--- src/rtl/cpu_pkg.sv ---
// Shared types and constants for the pipeline hazard/stall controller.
// HAZARD_PERF_CNT_EN (when defined) enables perf counters and the mem_wait input.
package cpu_pkg;
  localparam int REG_W      = 5;
  localparam int DIV_CYCLES = 36;
  localparam int CNT_W      = 16;

  localparam logic [REG_W-1:0] REG_ZERO = '0;

  typedef enum logic {
    IDLE     = 1'b0,
    DIV_BUSY = 1'b1
  } div_state_t;

  // True when a producer register feeds either D-stage source; $0 never does.
  function automatic logic reg_hit(input logic [REG_W-1:0] wreg,
                                   input logic [REG_W-1:0] rs,
                                   input logic [REG_W-1:0] rt);
    return (wreg != REG_ZERO) && ((wreg == rs) || (wreg == rt));
  endfunction
endpackage

--- src/rtl/hazard_stall_ctrl_if.sv ---
// Pipeline-side bundle of hazard inputs and stall/flush outputs.
// HAZARD_PERF_CNT_EN adds the mem_wait input.
interface hazard_stall_ctrl_if;
  import cpu_pkg::*;

  // No valid/ready here: every signal is a level sampled each cycle, and the
  // pipeline registers act on stall/flush at the next posedge.
  logic [REG_W-1:0] rs_d;
  logic [REG_W-1:0] rt_d;
  logic             branch_d;
  logic [REG_W-1:0] wreg_e;
  logic             regwrite_e;
  logic             memtoreg_e;
  logic [REG_W-1:0] wreg_m;
  logic             memtoreg_m;
  logic             div_start_e;
  logic             exc_m;
`ifdef HAZARD_PERF_CNT_EN
  logic             mem_wait;
`endif
  logic             stall_f;
  logic             stall_d;
  logic             stall_e;
  logic             stall_m;
  logic             flush_d;
  logic             flush_e;
  logic             flush_m;
  logic             flush_w;
  logic             div_busy;
  div_state_t       div_state;

  modport master (
    output rs_d, rt_d, branch_d, wreg_e, regwrite_e, memtoreg_e,
           wreg_m, memtoreg_m, div_start_e, exc_m,
`ifdef HAZARD_PERF_CNT_EN
           mem_wait,
`endif
    input  stall_f, stall_d, stall_e, stall_m,
           flush_d, flush_e, flush_m, flush_w, div_busy, div_state
  );

  modport slave (
    input  rs_d, rt_d, branch_d, wreg_e, regwrite_e, memtoreg_e,
           wreg_m, memtoreg_m, div_start_e, exc_m,
`ifdef HAZARD_PERF_CNT_EN
           mem_wait,
`endif
    output stall_f, stall_d, stall_e, stall_m,
           flush_d, flush_e, flush_m, flush_w, div_busy, div_state
  );
endinterface

--- src/rtl/div_occupancy_fsm.sv ---
// Tracks E-stage occupancy of a multi-cycle divide: DIV_CYCLES cycles total,
// with div_busy high in all but the last one.
module div_occupancy_fsm
  import cpu_pkg::*;
(
  input  logic       clk,
  input  logic       rst,
  input  logic       div_start,
  input  logic       exc,
  output logic       div_busy,
  output div_state_t state
);
  localparam int              CW   = (DIV_CYCLES > 2) ? $clog2(DIV_CYCLES) : 1;
  localparam logic [CW-1:0]   LOAD = CW'(DIV_CYCLES - 2);

  div_state_t    state_next;
  logic [CW-1:0] cnt;
  logic [CW-1:0] cnt_next;

  always_ff @(posedge clk or negedge rst) begin
    if (!rst) begin
      state <= IDLE;
      cnt   <= '0;
    end else begin
      state <= state_next;
      cnt   <= cnt_next;
    end
  end

  // An exception aborts the divide and masks a same-cycle start.
  always_comb begin
    state_next = state;
    cnt_next   = cnt;
    div_busy   = 1'b0;
    if (exc) begin
      state_next = IDLE;
      cnt_next   = '0;
    end else begin
      case (state)
        IDLE: begin
          if (div_start) begin
            state_next = DIV_BUSY;
            cnt_next   = LOAD;
            div_busy   = 1'b1;
          end
        end
        DIV_BUSY: begin
          if (cnt == '0) begin
            state_next = IDLE;
          end else begin
            cnt_next = cnt - 1'b1;
            div_busy = 1'b1;
          end
        end
        default: state_next = IDLE;
      endcase
    end
  end
endmodule

--- src/rtl/hazard_stall_ctrl.sv ---
// Central stall/flush generator for the 5-stage pipeline.
// HAZARD_PERF_CNT_EN adds saturating stall counters and the mem_wait path.
module hazard_stall_ctrl
  import cpu_pkg::*;
(
  input  logic             clk,
  input  logic             rst,
  hazard_stall_ctrl_if.slave hz
`ifdef HAZARD_PERF_CNT_EN
  ,
  output logic [CNT_W-1:0] lu_stall_cnt,
  output logic [CNT_W-1:0] br_stall_cnt,
  output logic [CNT_W-1:0] div_stall_cnt
`endif
);
  logic       lw_stall;
  logic       br_stall;
  logic       dec_stall;
  logic       busy_raw;
  div_state_t div_state;

  assign lw_stall  = hz.memtoreg_e & hz.regwrite_e & reg_hit(hz.wreg_e, hz.rs_d, hz.rt_d);
  assign br_stall  = hz.branch_d &
                     ((hz.regwrite_e & reg_hit(hz.wreg_e, hz.rs_d, hz.rt_d)) |
                      (hz.memtoreg_m & reg_hit(hz.wreg_m, hz.rs_d, hz.rt_d)));
  assign dec_stall = lw_stall | br_stall;

  div_occupancy_fsm u_div (
    .clk       (clk),
    .rst       (rst),
    .div_start (hz.div_start_e),
    .exc       (hz.exc_m),
    .div_busy  (busy_raw),
    .state     (div_state)
  );

  assign hz.div_state = div_state;

  // Priority: reset, exception, memory wait, divide hold, decode bubble.
  always_comb begin
    hz.stall_f  = 1'b0;
    hz.stall_d  = 1'b0;
    hz.stall_e  = 1'b0;
    hz.stall_m  = 1'b0;
    hz.flush_d  = 1'b0;
    hz.flush_e  = 1'b0;
    hz.flush_m  = 1'b0;
    hz.flush_w  = 1'b0;
    hz.div_busy = rst & busy_raw;
    if (rst) begin
      if (hz.exc_m) begin
        hz.flush_d = 1'b1;
        hz.flush_e = 1'b1;
        hz.flush_m = 1'b1;
        hz.flush_w = 1'b1;
      end
`ifdef HAZARD_PERF_CNT_EN
      else if (hz.mem_wait) begin
        hz.stall_f = 1'b1;
        hz.stall_d = 1'b1;
        hz.stall_e = 1'b1;
        hz.stall_m = 1'b1;
        hz.flush_w = 1'b1;
      end
`endif
      else if (busy_raw) begin
        hz.stall_f = 1'b1;
        hz.stall_d = 1'b1;
        hz.stall_e = 1'b1;
        hz.flush_m = 1'b1;
      end else if (dec_stall) begin
        hz.stall_f = 1'b1;
        hz.stall_d = 1'b1;
        hz.flush_e = 1'b1;
      end
    end
  end

`ifdef HAZARD_PERF_CNT_EN
  always_ff @(posedge clk or negedge rst) begin
    if (!rst) begin
      lu_stall_cnt  <= '0;
      br_stall_cnt  <= '0;
      div_stall_cnt <= '0;
    end else begin
      if (lw_stall && !busy_raw && (lu_stall_cnt != '1))
        lu_stall_cnt <= lu_stall_cnt + 1'b1;
      if (br_stall && !busy_raw && (br_stall_cnt != '1))
        br_stall_cnt <= br_stall_cnt + 1'b1;
      if (busy_raw && (div_stall_cnt != '1))
        div_stall_cnt <= div_stall_cnt + 1'b1;
    end
  end
`endif
endmodule

--- src/flat_wrapper.sv ---
// flat-port wrapper written by rule: the top's interface ports become plain ports
module hazard_stall_ctrl_flat import cpu_pkg::*;
  (clk, rst, hz_rs_d, hz_rt_d, hz_branch_d, hz_wreg_e, hz_regwrite_e, hz_memtoreg_e, hz_wreg_m, hz_memtoreg_m, hz_div_start_e, hz_exc_m, hz_stall_f, hz_stall_d, hz_stall_e, hz_stall_m, hz_flush_d, hz_flush_e, hz_flush_m, hz_flush_w, hz_div_busy, hz_div_state);
  hazard_stall_ctrl_if hz_i ();
  input  logic clk;
  input  logic rst;
  input wire logic [$bits(hz_i.rs_d)-1:0] hz_rs_d;
  input wire logic [$bits(hz_i.rt_d)-1:0] hz_rt_d;
  input wire logic [$bits(hz_i.branch_d)-1:0] hz_branch_d;
  input wire logic [$bits(hz_i.wreg_e)-1:0] hz_wreg_e;
  input wire logic [$bits(hz_i.regwrite_e)-1:0] hz_regwrite_e;
  input wire logic [$bits(hz_i.memtoreg_e)-1:0] hz_memtoreg_e;
  input wire logic [$bits(hz_i.wreg_m)-1:0] hz_wreg_m;
  input wire logic [$bits(hz_i.memtoreg_m)-1:0] hz_memtoreg_m;
  input wire logic [$bits(hz_i.div_start_e)-1:0] hz_div_start_e;
  input wire logic [$bits(hz_i.exc_m)-1:0] hz_exc_m;
  output wire logic [$bits(hz_i.stall_f)-1:0] hz_stall_f;
  output wire logic [$bits(hz_i.stall_d)-1:0] hz_stall_d;
  output wire logic [$bits(hz_i.stall_e)-1:0] hz_stall_e;
  output wire logic [$bits(hz_i.stall_m)-1:0] hz_stall_m;
  output wire logic [$bits(hz_i.flush_d)-1:0] hz_flush_d;
  output wire logic [$bits(hz_i.flush_e)-1:0] hz_flush_e;
  output wire logic [$bits(hz_i.flush_m)-1:0] hz_flush_m;
  output wire logic [$bits(hz_i.flush_w)-1:0] hz_flush_w;
  output wire logic [$bits(hz_i.div_busy)-1:0] hz_div_busy;
  output wire logic [$bits(hz_i.div_state)-1:0] hz_div_state;
  assign hz_i.rs_d = hz_rs_d;
  assign hz_i.rt_d = hz_rt_d;
  assign hz_i.branch_d = hz_branch_d;
  assign hz_i.wreg_e = hz_wreg_e;
  assign hz_i.regwrite_e = hz_regwrite_e;
  assign hz_i.memtoreg_e = hz_memtoreg_e;
  assign hz_i.wreg_m = hz_wreg_m;
  assign hz_i.memtoreg_m = hz_memtoreg_m;
  assign hz_i.div_start_e = hz_div_start_e;
  assign hz_i.exc_m = hz_exc_m;
  assign hz_stall_f = hz_i.stall_f;
  assign hz_stall_d = hz_i.stall_d;
  assign hz_stall_e = hz_i.stall_e;
  assign hz_stall_m = hz_i.stall_m;
  assign hz_flush_d = hz_i.flush_d;
  assign hz_flush_e = hz_i.flush_e;
  assign hz_flush_m = hz_i.flush_m;
  assign hz_flush_w = hz_i.flush_w;
  assign hz_div_busy = hz_i.div_busy;
  assign hz_div_state = hz_i.div_state;
  hazard_stall_ctrl u_core (.clk(clk), .rst(rst), .hz(hz_i));
endmodule
--- config.mk ---
export PLATFORM = sky130hd
export DESIGN_NAME = hazard_stall_ctrl_flat
export DESIGN_NICKNAME = d
export VERILOG_FILES = /design/src/rtl/cpu_pkg.sv /design/src/rtl/hazard_stall_ctrl_if.sv /design/src/rtl/div_occupancy_fsm.sv /design/src/rtl/hazard_stall_ctrl.sv /design/src/flat_wrapper.sv
export SDC_FILE = /design/constraint.sdc
export NUM_CORES = 1
export LEC_CHECK = 0
export BUFFER_PORTS_ARGS = -buffer_cell sky130_fd_sc_hd__buf_2
export CORE_MARGIN = 4
export CORE_UTILIZATION = 48
export CTS_CLUSTER_SIZE = 20
export DETAILED_ROUTE_END_ITERATION = 10
export GPL_TIMING_DRIVEN = 0
export HOLD_SLACK_MARGIN = 0.06
export PLACE_DENSITY = 0.82
export SYNTH_ARGS = -nofsm -noshare
export SYNTH_HDL_FRONTEND = slang
export SYNTH_HIERARCHICAL = 1
export SYNTH_SLANG_ARGS = --single-unit
--- constraint.sdc ---
create_clock -name clk -period 3.2 [get_ports clk]
set_clock_uncertainty 0.2 [all_clocks]
set_input_delay 0.32 -clock clk [delete_from_list [all_inputs] [get_ports clk]]
set_output_delay 0.32 -clock clk [all_outputs]
set_load 0.005 [all_outputs]
# Word-level counts from Yosys, hierarchy flattened
# Cells that the tools add are included.
word_totals:
  input_bits: 28
  regBits: 7
  elab_cells: 48
op_classes:
  n_eq_ne: 6
  mux: 22
  bitwise_logic: 9
  add_sub_neg: 1
  reduce_logical: 8
op_table:
  columns: ["operator", "n"]
  rows:
  - ["$eq 5x5->1", 4]
  - ["$mux 6", 3]
  - ["$mux 1", 17]
  - ["$pmux 6 s2", 1]
  - ["$reduce_bool 5->1", 2]
  - ["$and 1x1->1", 6]
  - ["$logic_not 6->1", 1]
  - ["$ne 3x3->1 const B", 2]
  - ["$sub 6x1->6 const B", 1]
  - ["$logic_and 1x1->1", 2]
  - ["$logic_or 1x1->1", 2]
  - ["$or 1x1->1", 2]
  - ["$pmux 1 s2", 1]
  - ["$reduce_and 2->1", 1]
  - ["$not 1->1", 1]

# Depth between registers and ports, before layout
# Gate-level depths: netlist of the first run.
logic_depth:
  ltp_word: 11
  mapped_depth: 7
  ltp_nobuf: 7

# Cells and area by module
# The synthesis of the first run kept the hierarchy.
modules_own_cells:
  columns: ["module", "area_each_um2", "cells_each", "n_inst"]
  rows:
  - ["div_occupancy_fsm", 427.9, 40, 1]
  - ["hazard_stall_ctrl", 342.8, 52, 1]

# Least setup slack after synthesis of the first run
# OpenSTA, ideal clock, no wires.
synth_path:
  kind: "register to output"
  start: "register u_core.u_div.cnt[0]"
  end: "output hz_stall_f"
  path_stages_with_launch: 8
  required_time_ps: 2680
  path_buffers: 1
  path_slack_ps: 1196
  t_arrival_ps: 1484
  path_cell_list: "dfrtp_1 inv_1 ha_1 and4b_4 nor3_1 inv_1 a21oi_1 buf_4"
synth_via:
  elab_chain_cells: 7
synth_rtl:
  columns: ["item", "line_no", "rtl"]
  rows:
  - ["start, declared", "div_occupancy_fsm.sv:17", "logic [CW-1:0] cnt;"]
  - ["start signal, assigned", "div_occupancy_fsm.sv:26", "cnt <= cnt_next;"]
  - ["$logic_not 6->1", "div_occupancy_fsm.sv:48", "if (cnt == '0) begin"]
  - ["$mux 1", "div_occupancy_fsm.sv:48", null]
  - ["$pmux 1 s2", "div_occupancy_fsm.sv:39", "case (state)"]
  - ["$mux 1", "div_occupancy_fsm.sv:35", "if (exc) begin"]
  - ["net u_core.busy_raw", "hazard_stall_ctrl.sv:19", "logic busy_raw;"]
  - ["$mux 1 (3 in a row)", null, null]
  - ["end, declared", "flat_wrapper.sv:17", "output wire logic [$bits(hz_i.stall_f)-1:0] hz_stall_f;"]
# The timed path passes the listed nets, and every way through them passes these cells.

# Worst setup path after layout of the first run
layout_path:
  start: "register u_core.u_div.cnt[0]"
  end: "output hz_stall_f"
layout_via:
  elab_chain_cells: 7
layout_rtl:
  columns: ["item", "line_no", "rtl"]
  rows:
  - ["$logic_not 6->1", "div_occupancy_fsm.sv:48", null]
  - ["$mux 1", "div_occupancy_fsm.sv:48", null]
  - ["$pmux 1 s2", "div_occupancy_fsm.sv:39", null]
  - ["$mux 1", "div_occupancy_fsm.sv:35", null]
  - ["net u_core.busy_raw", "hazard_stall_ctrl.sv:19", null]
  - ["$mux 1", "hazard_stall_ctrl.sv:66", "else if (busy_raw) begin"]
  - ["$mux 1", "hazard_stall_ctrl.sv:51", "if (hz.exc_m) begin"]
  - ["$mux 1", "hazard_stall_ctrl.sv:50", "if (rst) begin"]
# The timed path passes the listed nets, and every way through them passes these cells.

==> metrics.cfg, run 1 <==
[outcome]
outcome=complete, no violations

[worst_setup_path]
setup.reg_to_reg.worst_slack_ps=1540
setup.worst_path.start_class=flop
worstSetupPathDepth=8
worst_path_most_repeated_cell=sky130_fd_sc_hd__inv_1
critical_path.max_stage_delay_ps=360
cp.buffers_inverters=4
startpoint=u_core/u_div/cnt[0]$_DFFE_PN0P_
timing.rr.end=u_core/u_div/cnt[1]$_DFFE_PN0P_
setup.worst_path.end_class=primary output
cpMaxStageDelayCell=sky130_fd_sc_hd__dfrtp_1
path_cells=inv_1, ha_1, and4b_4, nor3_1, inv_1, a21oi_1, buf_4, buf_2
path_type_of_the_worst_setup_path=reg -> out
timing.rr.start=u_core/u_div/cnt[0]$_DFFE_PN0P_
timing.critical_path.fanout_max=4
crit_family=simple AND/OR/NAND/NOR gates
timing.critical_path.arrival_ps=1970
worst_setup_path_end=hz_stall_f
worstPathRequired_ps=2680
r2r_cells=5

[yosys]
synth_simple_gate_area_share_pct=25.6
synth_compound_gate_area_share_pct=18.0
postSynthAreaPerCell_um2=8.38
fraction_of_registers_with_async_set_or_reset_after_synthesis_pct=100
combinational_family_with_the_most_area_after_synthesis=simple AND/OR/NAND/NOR gates
postSynthRegisterBits=7
synth_ff_type=sky130_fd_sc_hd__dfrtp_1
synth-xor-area-share_pct=23.9
synth_cell_type_count=31
post_synth_mux_area_share_pct=0
synth_enable_flop_cells=0
yosys_warnings=6
synth.net_count=122
synth_cells=92
synth.yosys.seq_area_share_pct=22.7
combined_area_of_all_synthesized_cells_um2=771
synth_adder_area_share_pct=3.25

[sta]
rsz0062_at_grt=false
final-hold-violation-count=0
final.setup.worst_slack_ps=714
period_needed_ps=2490
final-max-slew-violation-count=0
fmax_ghz=0.402
fin_tns_setup_ps=0
finalCritPeriodShare_pct=77.7
setup_violations=0

[routing]
drt_iter0_markers=26
drc=0
dr_total_vias=837
wl_per_cell_um=13.1
antenna_violating_nets_post_route=0
first_drt_pass_iteration_count=4
avgViaCountPerCell=5.62
finalWirelength_mm=1.96

[layout]
most_frequent_standard_cell_in_the_layout_excluding_fill_and_tap_cells=sky130_fd_sc_hd__buf_2
multi_input_comb_area_um2=549
num_antenna_cells=0
p_r_area_growth_vs_syn_pct=30.7
regArea_um2=175
most_used_cells_in_the_layout_excluding_fill_and_tap_cells=sky130_fd_sc_hd__buf_2 (37), sky130_fd_sc_hd__xnor2_1 (20), sky130_fd_sc_hd__nand2_1 (10)
drive_above_1_share_pct=36.1
finish.net_count=164
layout.filler_cells=123

[power]
vdd.ir_drop.worst_v=0.000288
power-per-cell-area_nw_per_um2=351
cellLeakagePower_nw=0.463

[global_routing]
grt.total_usage_pct=18.6
met1_resource_use_gr_pct=24.8
globalRouteOverflowTotal=0
grt_pass1_wl_mm=2.99
initial_antenna_violation_count=0
gr-usage-met3_pct=5.64
maximum_number_of_pins_on_one_net_before_global_route_repair=12
grt_most_used_layer=met2
grt.met2_usage_pct=29.0
first_global_vias=688

[cts]
cts-resized-gates=0
tritoncts=yes
clock_tree.buffer_depth=2
clock_root_cell=sky130_fd_sc_hd__clkbuf_4
clock_insertion_delay_worst_skew_ps=250
cts.sinks=7
tritoncts.num_buffers=3
path_clk_slew_ps=50
cts-htree-levels=1

[placement]
io_buffers=36
dp_slack_ps=991
routabilityCongestion=0.828
hpwl_mm=1.60

[worst_hold_path]
holdCritPathClass=in -> reg

[floorplanning]
placementRows=14
die_x_um=48.1
core-area_um2=1510
dieArea_um2=2310
num_io_pins=38
die_h_um=48.1
start_util_pct=51.2

[run]
drv.max_cap_violation_count=0

## through the flow
| stage | util (%) | hold WS, ps | std cells | cell area (um2) | total power [mW] |
|---|---|---|---|---|---|
| global placement | 64.5 | -20.4 | 144 | 971 | 0.265 |
| global route | 66.9 | 187 | 149 | 1010 | 0.378 |
| floorplan | - | -176 | 92 | 771 | 0.217 |
| finish | 66.9 | 167 | 149 | 1010 | 0.354 |
| CTS | 66.9 | 169 | 149 | 1010 | 0.355 |
| detailed placement | 64.5 | -13.4 | 144 | 971 | 0.272 |
## registers in the layout, summed over array words and instances, names as in the netlist
name / flops
u_core/u_div/cnt: 6
u_core/u_div/state: 1
## kinds of logic (layout without fill, tap and decap cells)
group,Yosys count,in the layout
xor+xnor,21,21
simple gates,34,34
compound gates,18,18
buf+inv,9,50
flops,7,7
other cells,1,1
fa+ha+maj,2,2
## final cells by class
class,count,share of cell area (%)
Clock buffer,4,2.61
Sequential cell,7,17.4
Multi-Input combinational cell,76,54.5
Tap cell,16,1.99
Buffer,4,2.73
Timing Repair Buffer,37,18.9
Inverter,5,1.86
## repair_timing
action,CTS,global route
buffers inserted,0,0
hold buffers,1,0
hold endpoints to repair,7,0
## report_power, final
group          leakage, nW  internal [mW]  total, mW  switching [mW]
registers           0.0923         0.0998      0.113          0.0131
clock network       0.0150         0.0476     0.0801          0.0325
logic                0.356         0.0786      0.161          0.0822
## cell usage after synthesis, types with 2 or more instances
master / n / area, um2
sky130_fd_sc_hd__nor3_1: 4 / 20.0
sky130_fd_sc_hd__nor2_1: 4 / 15.0
sky130_fd_sc_hd__a31oi_1: 2 / 12.5
sky130_fd_sc_hd__inv_1: 5 / 18.8
sky130_fd_sc_hd__dfrtp_1: 7 / 175
sky130_fd_sc_hd__xnor2_1: 20 / 175
sky130_fd_sc_hd__a21oi_1: 4 / 20.0
sky130_fd_sc_hd__nand3b_1: 2 / 15.0
sky130_fd_sc_hd__o22ai_1: 2 / 12.5
sky130_fd_sc_hd__buf_4: 3 / 22.5
sky130_fd_sc_hd__nand4b_1: 3 / 26.3
sky130_fd_sc_hd__o21ai_0: 3 / 15.0
sky130_fd_sc_hd__nand3_1: 5 / 25.0
sky130_fd_sc_hd__nand2_1: 10 / 37.5
sky130_fd_sc_hd__ha_1: 2 / 25.0
## metal layers
metal	wire length [um]	vias to the layer above
li1	-	407
met1	845	389
met2	883	39
met3	212	2
met4	16	0
met5	0	-
## how the worst min path moves through the flow
stage	from	endpoint	slack [ps]	depth (start not counted)
floorplan	rst	u_core/u_div/cnt[0]$_DFFE_PN0P_	-180	0
global placement	rst	u_core/u_div/cnt[4]$_DFFE_PN0P_	-20	1
detailed placement	rst	u_core/u_div/cnt[2]$_DFFE_PN0P_	-10	1
CTS	hz_exc_m	u_core/u_div/cnt[5]$_DFFE_PN0P_	170	2
global route	hz_exc_m	u_core/u_div/cnt[5]$_DFFE_PN0P_	190	2
finish	hz_exc_m	u_core/u_div/cnt[4]$_DFFE_PN0P_	170	2
## worst register-to-register path: stages, from the launching register on
cell and delay [ps]:
sky130_fd_sc_hd__dfrtp_1 360, sky130_fd_sc_hd__inv_1 90, sky130_fd_sc_hd__ha_1 230, sky130_fd_sc_hd__and4b_4 240, sky130_fd_sc_hd__o21a_1 170, sky130_fd_sc_hd__a311oi_1 270
(Power assumes the default switching activity.)
==> run 2: changes to the inputs <==
--- a/config.mk
+++ b/config.mk
@@ -5,14 +5,16 @@
 export SDC_FILE = /design/constraint.sdc
 export NUM_CORES = 1
 export LEC_CHECK = 0
+export ABC_AREA = 1
 export BUFFER_PORTS_ARGS = -buffer_cell sky130_fd_sc_hd__buf_2
+export CORE_ASPECT_RATIO = 0.8
 export CORE_MARGIN = 4
-export CORE_UTILIZATION = 48
+export CORE_UTILIZATION = 47
 export CTS_CLUSTER_SIZE = 20
 export DETAILED_ROUTE_END_ITERATION = 10
 export GPL_TIMING_DRIVEN = 0
 export HOLD_SLACK_MARGIN = 0.06
-export PLACE_DENSITY = 0.82
+export PLACE_DENSITY = 0.78
 export SYNTH_ARGS = -nofsm -noshare
 export SYNTH_HDL_FRONTEND = slang
 export SYNTH_HIERARCHICAL = 1
==> constraint.sdc (replaced) <==
create_clock -name clk -period 2.5 [get_ports clk]
set_clock_uncertainty 0.2 [all_clocks]
set_input_delay 0.25 -clock clk [delete_from_list [all_inputs] [get_ports clk]]
set_output_delay 0.25 -clock clk [all_outputs]
set_load 0.005 [all_outputs]
==> metrics.cfg, run 2 <==
[outcome]
outcome=complete, no violations

[global_routing]
gr-usage-met3_pct=4.67
grt.met2_usage_pct=34.4
first_global_vias=1016
grt.total_usage_pct=19.0
initial_antenna_violation_count=0
grt_pass1_wl_mm=3.94
met1_resource_use_gr_pct=23.4
grt_most_used_layer=met2
maximum_number_of_pins_on_one_net_before_global_route_repair=11
globalRouteOverflowTotal=0

[yosys]
postSynthRegisterBits=7
ys_top_cells_by_area=sky130_fd_sc_hd__nand2_1 (26%), sky130_fd_sc_hd__dfrtp_1 (19%), sky130_fd_sc_hd__inv_1 (12%)
synth_ff_type=sky130_fd_sc_hd__dfrtp_1
synth.most_common_cell=sky130_fd_sc_hd__nand2_1
synth_cell_type_count=22
synth.net_count=190
combined_area_of_all_synthesized_cells_um2=900
postSynthAreaPerCell_um2=5.62
synth_top_area_cell=sky130_fd_sc_hd__nand2_1
synth_enable_flop_cells=0
yosys_warnings=6
synth_top_area_share_pct=26.3
fraction_of_registers_with_async_set_or_reset_after_synthesis_pct=100
synth_cells=160
synth.yosys.seq_area_share_pct=19.5
synth_common_cells=sky130_fd_sc_hd__nand2_1 (63), sky130_fd_sc_hd__inv_1 (28), sky130_fd_sc_hd__nor2_1 (17)

[cts]
path_clk_slew_ps=50
cts-htree-levels=1
tritoncts.num_buffers=3
clock_tree.buffer_depth=2
clock_root_cell=sky130_fd_sc_hd__clkbuf_4
clock_insertion_delay_worst_skew_ps=250
cts.sinks=7
tritoncts=yes

[worst_setup_path]
setup.worst_path.start_class=flop
path_type_of_the_worst_setup_path=reg -> out
timing.rr.start=u_core/u_div/cnt[0]$_DFFE_PN0P_
r2r_cells=8
worstPathRequired_ps=2050
cpMaxStageDelayCell=sky130_fd_sc_hd__dfrtp_1
crit_family=simple AND/OR/NAND/NOR gates
setup.reg_to_reg.worst_slack_ps=900
timing.critical_path.fanout_max=7
timing.rr.end=u_core/u_div/cnt[5]$_DFFE_PN0P_
worst_setup_path_end=hz_stall_f
worst_path_most_repeated_cell=sky130_fd_sc_hd__nand2_1
startpoint=u_core/u_div/cnt[0]$_DFFE_PN0P_
critical_path.max_stage_delay_ps=400
worstSetupPathDepth=10
path_cells=inv_1, ha_1, nand2_1, nand3b_4, nand2_4, nor2_4, nand2_1, nand2_1, buf_4, buf_2
timing.critical_path.arrival_ps=1820
setup.worst_path.end_class=primary output
cp.buffers_inverters=3

[power]
vdd.ir_drop.worst_v=0.000320
power-per-cell-area_nw_per_um2=404
cellLeakagePower_nw=0.779
total_power_uw=468

[layout]
regArea_um2=175
most_frequent_standard_cell_in_the_layout_excluding_fill_and_tap_cells=sky130_fd_sc_hd__nand2_1
num_antenna_cells=0
multi_input_comb_area_um2=598
layout.filler_cells=170
max_flop_register=u_core/u_div/cnt
largest_registers=u_core/u_div/cnt: 6 flops, u_core/u_div/state: 1 flops
finish.net_count=233
drive_above_1_share_pct=24.8
number_of_flip_flops_in_the_largest_register=6
p_r_area_growth_vs_syn_pct=28.8
most_used_cells_in_the_layout_excluding_fill_and_tap_cells=sky130_fd_sc_hd__nand2_1 (63), sky130_fd_sc_hd__buf_2 (36), sky130_fd_sc_hd__inv_1 (28)

[routing]
antenna_violating_nets_post_route=0
first_drt_pass_iteration_count=4
drt_iter0_markers=34
drc=0
wl_per_cell_um=10.6
avgViaCountPerCell=4.80
finalWirelength_mm=2.37
dr_total_vias=1075

[sta]
fin_tns_setup_ps=0
finalCritPeriodShare_pct=90.9
setup_violations=0
final-hold-violation-count=0
period_needed_ps=2270
fmax_ghz=0.440
rsz0062_at_grt=false
final-max-slew-violation-count=0

[floorplanning]
dieArea_um2=2680
num_io_pins=38
die_h_um=47.1
core-area_um2=1720
start_util_pct=52.2
placementRows=13
die_x_um=56.9

[placement]
routabilityCongestion=0.836
io_buffers=36
hpwl_mm=2.00

[run]
drv.max_cap_violation_count=0

[worst_hold_path]
holdCritPathClass=in -> async

-- run 2: cell type report --
| class | instances | area share, % |
|---|---|---|
| multi-input cells | 121 | 51.6 |
| repair buffers | 38 | 17.3 |
| flip-flops and latches | 7 | 15.1 |
| inverters | 29 | 9.40 |
| well taps | 22 | 2.38 |
| clock buffers | 4 | 2.27 |
| plain buffers | 3 | 1.94 |
-- run 2: worst register-to-register path, delay by kind of cell (launching register included) --
| kind | cells | cell delay (ps) |
|---|---|---|
| fa+ha+maj | 1 | 200 |
| buf+inv | 1 | 150 |
| flops | 1 | 400 |
| simple gates | 6 | 530 |
-- run 2: what timing repair did --
action	in CTS	in global routing
gates resized for setup	0	1
setup endpoints to repair	0	1
endpoints found under the hold margin	8	0
buffers inserted	0	0
hold buffers	2	0
-- run 2: cell families (layout without fill, tap and decap cells) --
group | after synthesis | count (layout) | share of synthesized area, %
other | 1 | 1 | 0.417
AND/OR/NAND/NOR | 104 | 104 | 50.9
adder cells (fa/ha/maj) | 2 | 2 | 2.78
flip-flops | 7 | 7 | 19.5
buffers and inverters | 32 | 74 | 14.6
AO/OA/AOI/OAI | 6 | 6 | 4.03
XOR/XNOR | 8 | 8 | 7.79
-- run 2: through the flow --
step           util (%)  setup slack [ps]  hold WS (ps)  instances  cell area (um2)
4_1_cts            66.9               158           175        224             1150
2_1_floorplan         -               702          -246        160              900
3_5_place_dp       64.2               440         -85.1        218             1110
5_1_grt            67.2              94.4           183        224             1160
6_report           67.2               229           176        224             1160
3_3_place_gp       64.2               505         -91.1        218             1110
-- run 2: worst min-delay path by stage --
stage / from / to
after CTS: rst / u_core/u_div/cnt[3]$_DFFE_PN0P_
after global placement: rst / u_core/u_div/cnt[0]$_DFFE_PN0P_
after global routing: rst / u_core/u_div/cnt[3]$_DFFE_PN0P_
final: rst / u_core/u_div/cnt[3]$_DFFE_PN0P_
after floorplan: rst / u_core/u_div/cnt[0]$_DFFE_PN0P_
after detailed placement: rst / u_core/u_div/cnt[3]$_DFFE_PN0P_
-- run 2: layer usage --
metal	routed length (um)	share of wire, %	vias up
li1	-	-	562
met1	1020	43	480
met2	1160	49	31
met3	170	7.2	2
met4	19	0.80	0
met5	0	0	-
-- run 2: where the power goes --
group	switching (mW)	total [mW]	internal, mW
Combinational	0.123	0.218	0.0943
Sequential	0.0169	0.144	0.127
Clock	0.0451	0.106	0.0611
==> run 3: changes to the inputs <==
--- a/config.mk
+++ b/config.mk
@@ -9,12 +9,12 @@
 export BUFFER_PORTS_ARGS = -buffer_cell sky130_fd_sc_hd__buf_2
 export CORE_ASPECT_RATIO = 0.8
 export CORE_MARGIN = 4
-export CORE_UTILIZATION = 47
+export CORE_UTILIZATION = 46
 export CTS_CLUSTER_SIZE = 20
 export DETAILED_ROUTE_END_ITERATION = 10
 export GPL_TIMING_DRIVEN = 0
 export HOLD_SLACK_MARGIN = 0.06
-export PLACE_DENSITY = 0.78
+export PLACE_DENSITY = 0.76
 export SYNTH_ARGS = -nofsm -noshare
 export SYNTH_HDL_FRONTEND = slang
 export SYNTH_HIERARCHICAL = 1
==> metrics.cfg, run 3 (synthesis results as in run 2) <==
[layout]
finish.net_count=233
max_flop_register=u_core/u_div/cnt
drive_above_1_share_pct=24.8
num_antenna_cells=0
most_used_cells_in_the_layout_excluding_fill_and_tap_cells=sky130_fd_sc_hd__nand2_1 (63), sky130_fd_sc_hd__buf_2 (36), sky130_fd_sc_hd__inv_1 (28)
largest_registers=u_core/u_div/cnt: 6 flops, u_core/u_div/state: 1 flops
p_r_area_growth_vs_syn_pct=28.5
stdcell_count=226
layout.filler_cells=186
most_frequent_standard_cell_in_the_layout_excluding_fill_and_tap_cells=sky130_fd_sc_hd__nand2_1
number_of_flip_flops_in_the_largest_register=6

[routing]
finalWirelength_mm=2.15
drt_iter0_markers=37
antenna_violating_nets_post_route=0
avgViaCountPerCell=4.51
drc=0
wl_per_cell_um=9.52
first_drt_pass_iteration_count=4
dr_total_vias=1019

[floorplanning]
die_h_um=47.6
core-area_um2=1870
num_io_pins=38
start_util_pct=48.0
placementRows=14
die_x_um=57.4
dieArea_um2=2730

[worst_setup_path]
setup.reg_to_reg.worst_slack_ps=910
setup.worst_path.end_class=primary output
timing.critical_path.arrival_ps=1820
setup.worst_path.start_class=flop
timing.critical_path.fanout_max=7
worstPathRequired_ps=2050
path_type_of_the_worst_setup_path=reg -> out

[cts]
path_clk_slew_ps=50
cts-htree-levels=1
clock_tree.buffer_depth=2
cts.sinks=7
tritoncts=yes
clock_insertion_delay_worst_skew_ps=250
clock_root_cell=sky130_fd_sc_hd__clkbuf_4
tritoncts.num_buffers=3
cts_setup_buffers=0

[sta]
final-hold-violation-count=0
period_needed_ps=2270
fmax_ghz=0.440
finalCritPeriodShare_pct=91.0
fin_tns_setup_ps=0
final-max-slew-violation-count=0
setup_violations=0
rsz0062_at_grt=false

[placement]
hpwl_mm=1.83
dp_cells=220
routabilityCongestion=0.805
io_buffers=36

[power]
power-per-cell-area_nw_per_um2=400
power.share.switching_pct=39.0
switching_power_uw=180
power.internal_uw=282
share_seq_of_total_power_pct=31.4
cellLeakagePower_nw=0.778
power.share.clock_pct=22.2
vdd.ir_drop.worst_v=0.000314
power.combinational.fraction_pct=46.4

[run]
drv.max_cap_violation_count=0

[global_routing]
grt_pass1_wl_mm=3.27
initial_antenna_violation_count=0
maximum_number_of_pins_on_one_net_before_global_route_repair=11
grt.total_usage_pct=15.3
globalRouteOverflowTotal=0
first_global_vias=811

[outcome]
outcome=complete, no violations

[worst_hold_path]
holdCritPathClass=in -> async

==> run 3: metrics by stage <==
step	power, mW	util (%)	worst slack (ps)	hold WS (ps)	cell area (um2)
after floorplan	0.286	-	702	-246	900
after global placement	0.348	59.2	541	-93.5	1110
after detailed placement	0.356	59.2	490	-82.4	1110
after CTS	0.463	61.7	208	183	1160
after global routing	0.500	61.7	75.4	195	1160
final	0.462	61.7	226	183	1160
==> run 3: path summary, 6_finish.rpt <==
kind                                            startpoint                              end  cells after the start
setup / recovery           u_core/u_div/cnt[0]$_DFFE_PN0P_                       hz_stall_f                     10
hold / removal                                         rst  u_core/u_div/cnt[2]$_DFFE_PN0P_                      2
setup reg to reg           u_core/u_div/cnt[0]$_DFFE_PN0P_  u_core/u_div/cnt[5]$_DFFE_PN0P_                      8
hold reg to reg            u_core/u_div/cnt[0]$_DFFE_PN0P_  u_core/u_div/cnt[0]$_DFFE_PN0P_                      1
max in group asynchronous                              rst     u_core/u_div/state$_DFF_PN0_                      2
min in group clk                            hz_div_start_e  u_core/u_div/cnt[1]$_DFFE_PN0P_                      5
==> run 3: final cells by class <==
class                      instances  area (um2)  share of cell area, %
inverter                          29         109                   9.42
timing repair buffer              38         200                   17.3
buffer                             3        22.5                   1.95
clock buffer                       4        26.3                   2.27
multi-input combinational        121         593                   51.3
tap                               24        30.0                   2.60
sequential                         7         175                   15.2
==> run 3: power groups by stage <==
| stage | combinational [mW] | clock, mW | sequential, mW |
|---|---|---|---|
| 2_1_floorplan | 0.143 | 0 | 0.142 |
| 3_3_place_gp | 0.202 | 0 | 0.145 |
| 3_5_place_dp | 0.210 | 0 | 0.146 |
| 4_1_cts | 0.213 | 0.105 | 0.145 |
| 5_1_grt | 0.241 | 0.113 | 0.146 |
| 6_report | 0.214 | 0.103 | 0.145 |
==> run 3: repair_timing <==
action	4_1_cts	5_1_grt
gates resized for setup	0	0
endpoints found under the hold margin	8	0
hold buffers	2	0
==> run 3: critical path: stages, from the launching register on <==
cell and delay [ps]:
sky130_fd_sc_hd__dfrtp_1 380, sky130_fd_sc_hd__inv_1 110, sky130_fd_sc_hd__ha_1 230, sky130_fd_sc_hd__nand2_1 80, sky130_fd_sc_hd__nand3b_4 140, sky130_fd_sc_hd__nand2_4 80
sky130_fd_sc_hd__nor2_2 190, sky130_fd_sc_hd__nand2_1 100, sky130_fd_sc_hd__nand2_1 80, sky130_fd_sc_hd__buf_4 100, sky130_fd_sc_hd__buf_2 90
==> run 3: layer usage <==
metal / share of wire [%] / wire [um] / global-route usage [%] / up-vias
li1: - / - / - / 563
met1: 47 / 1010 / 21.2 / 422
met2: 45 / 971 / 25.0 / 34
met3: 7.8 / 168 / 4.04 / 0
met4: 0 / 0 / 1.39 / 0
met5: 0 / 0 / 0 / -
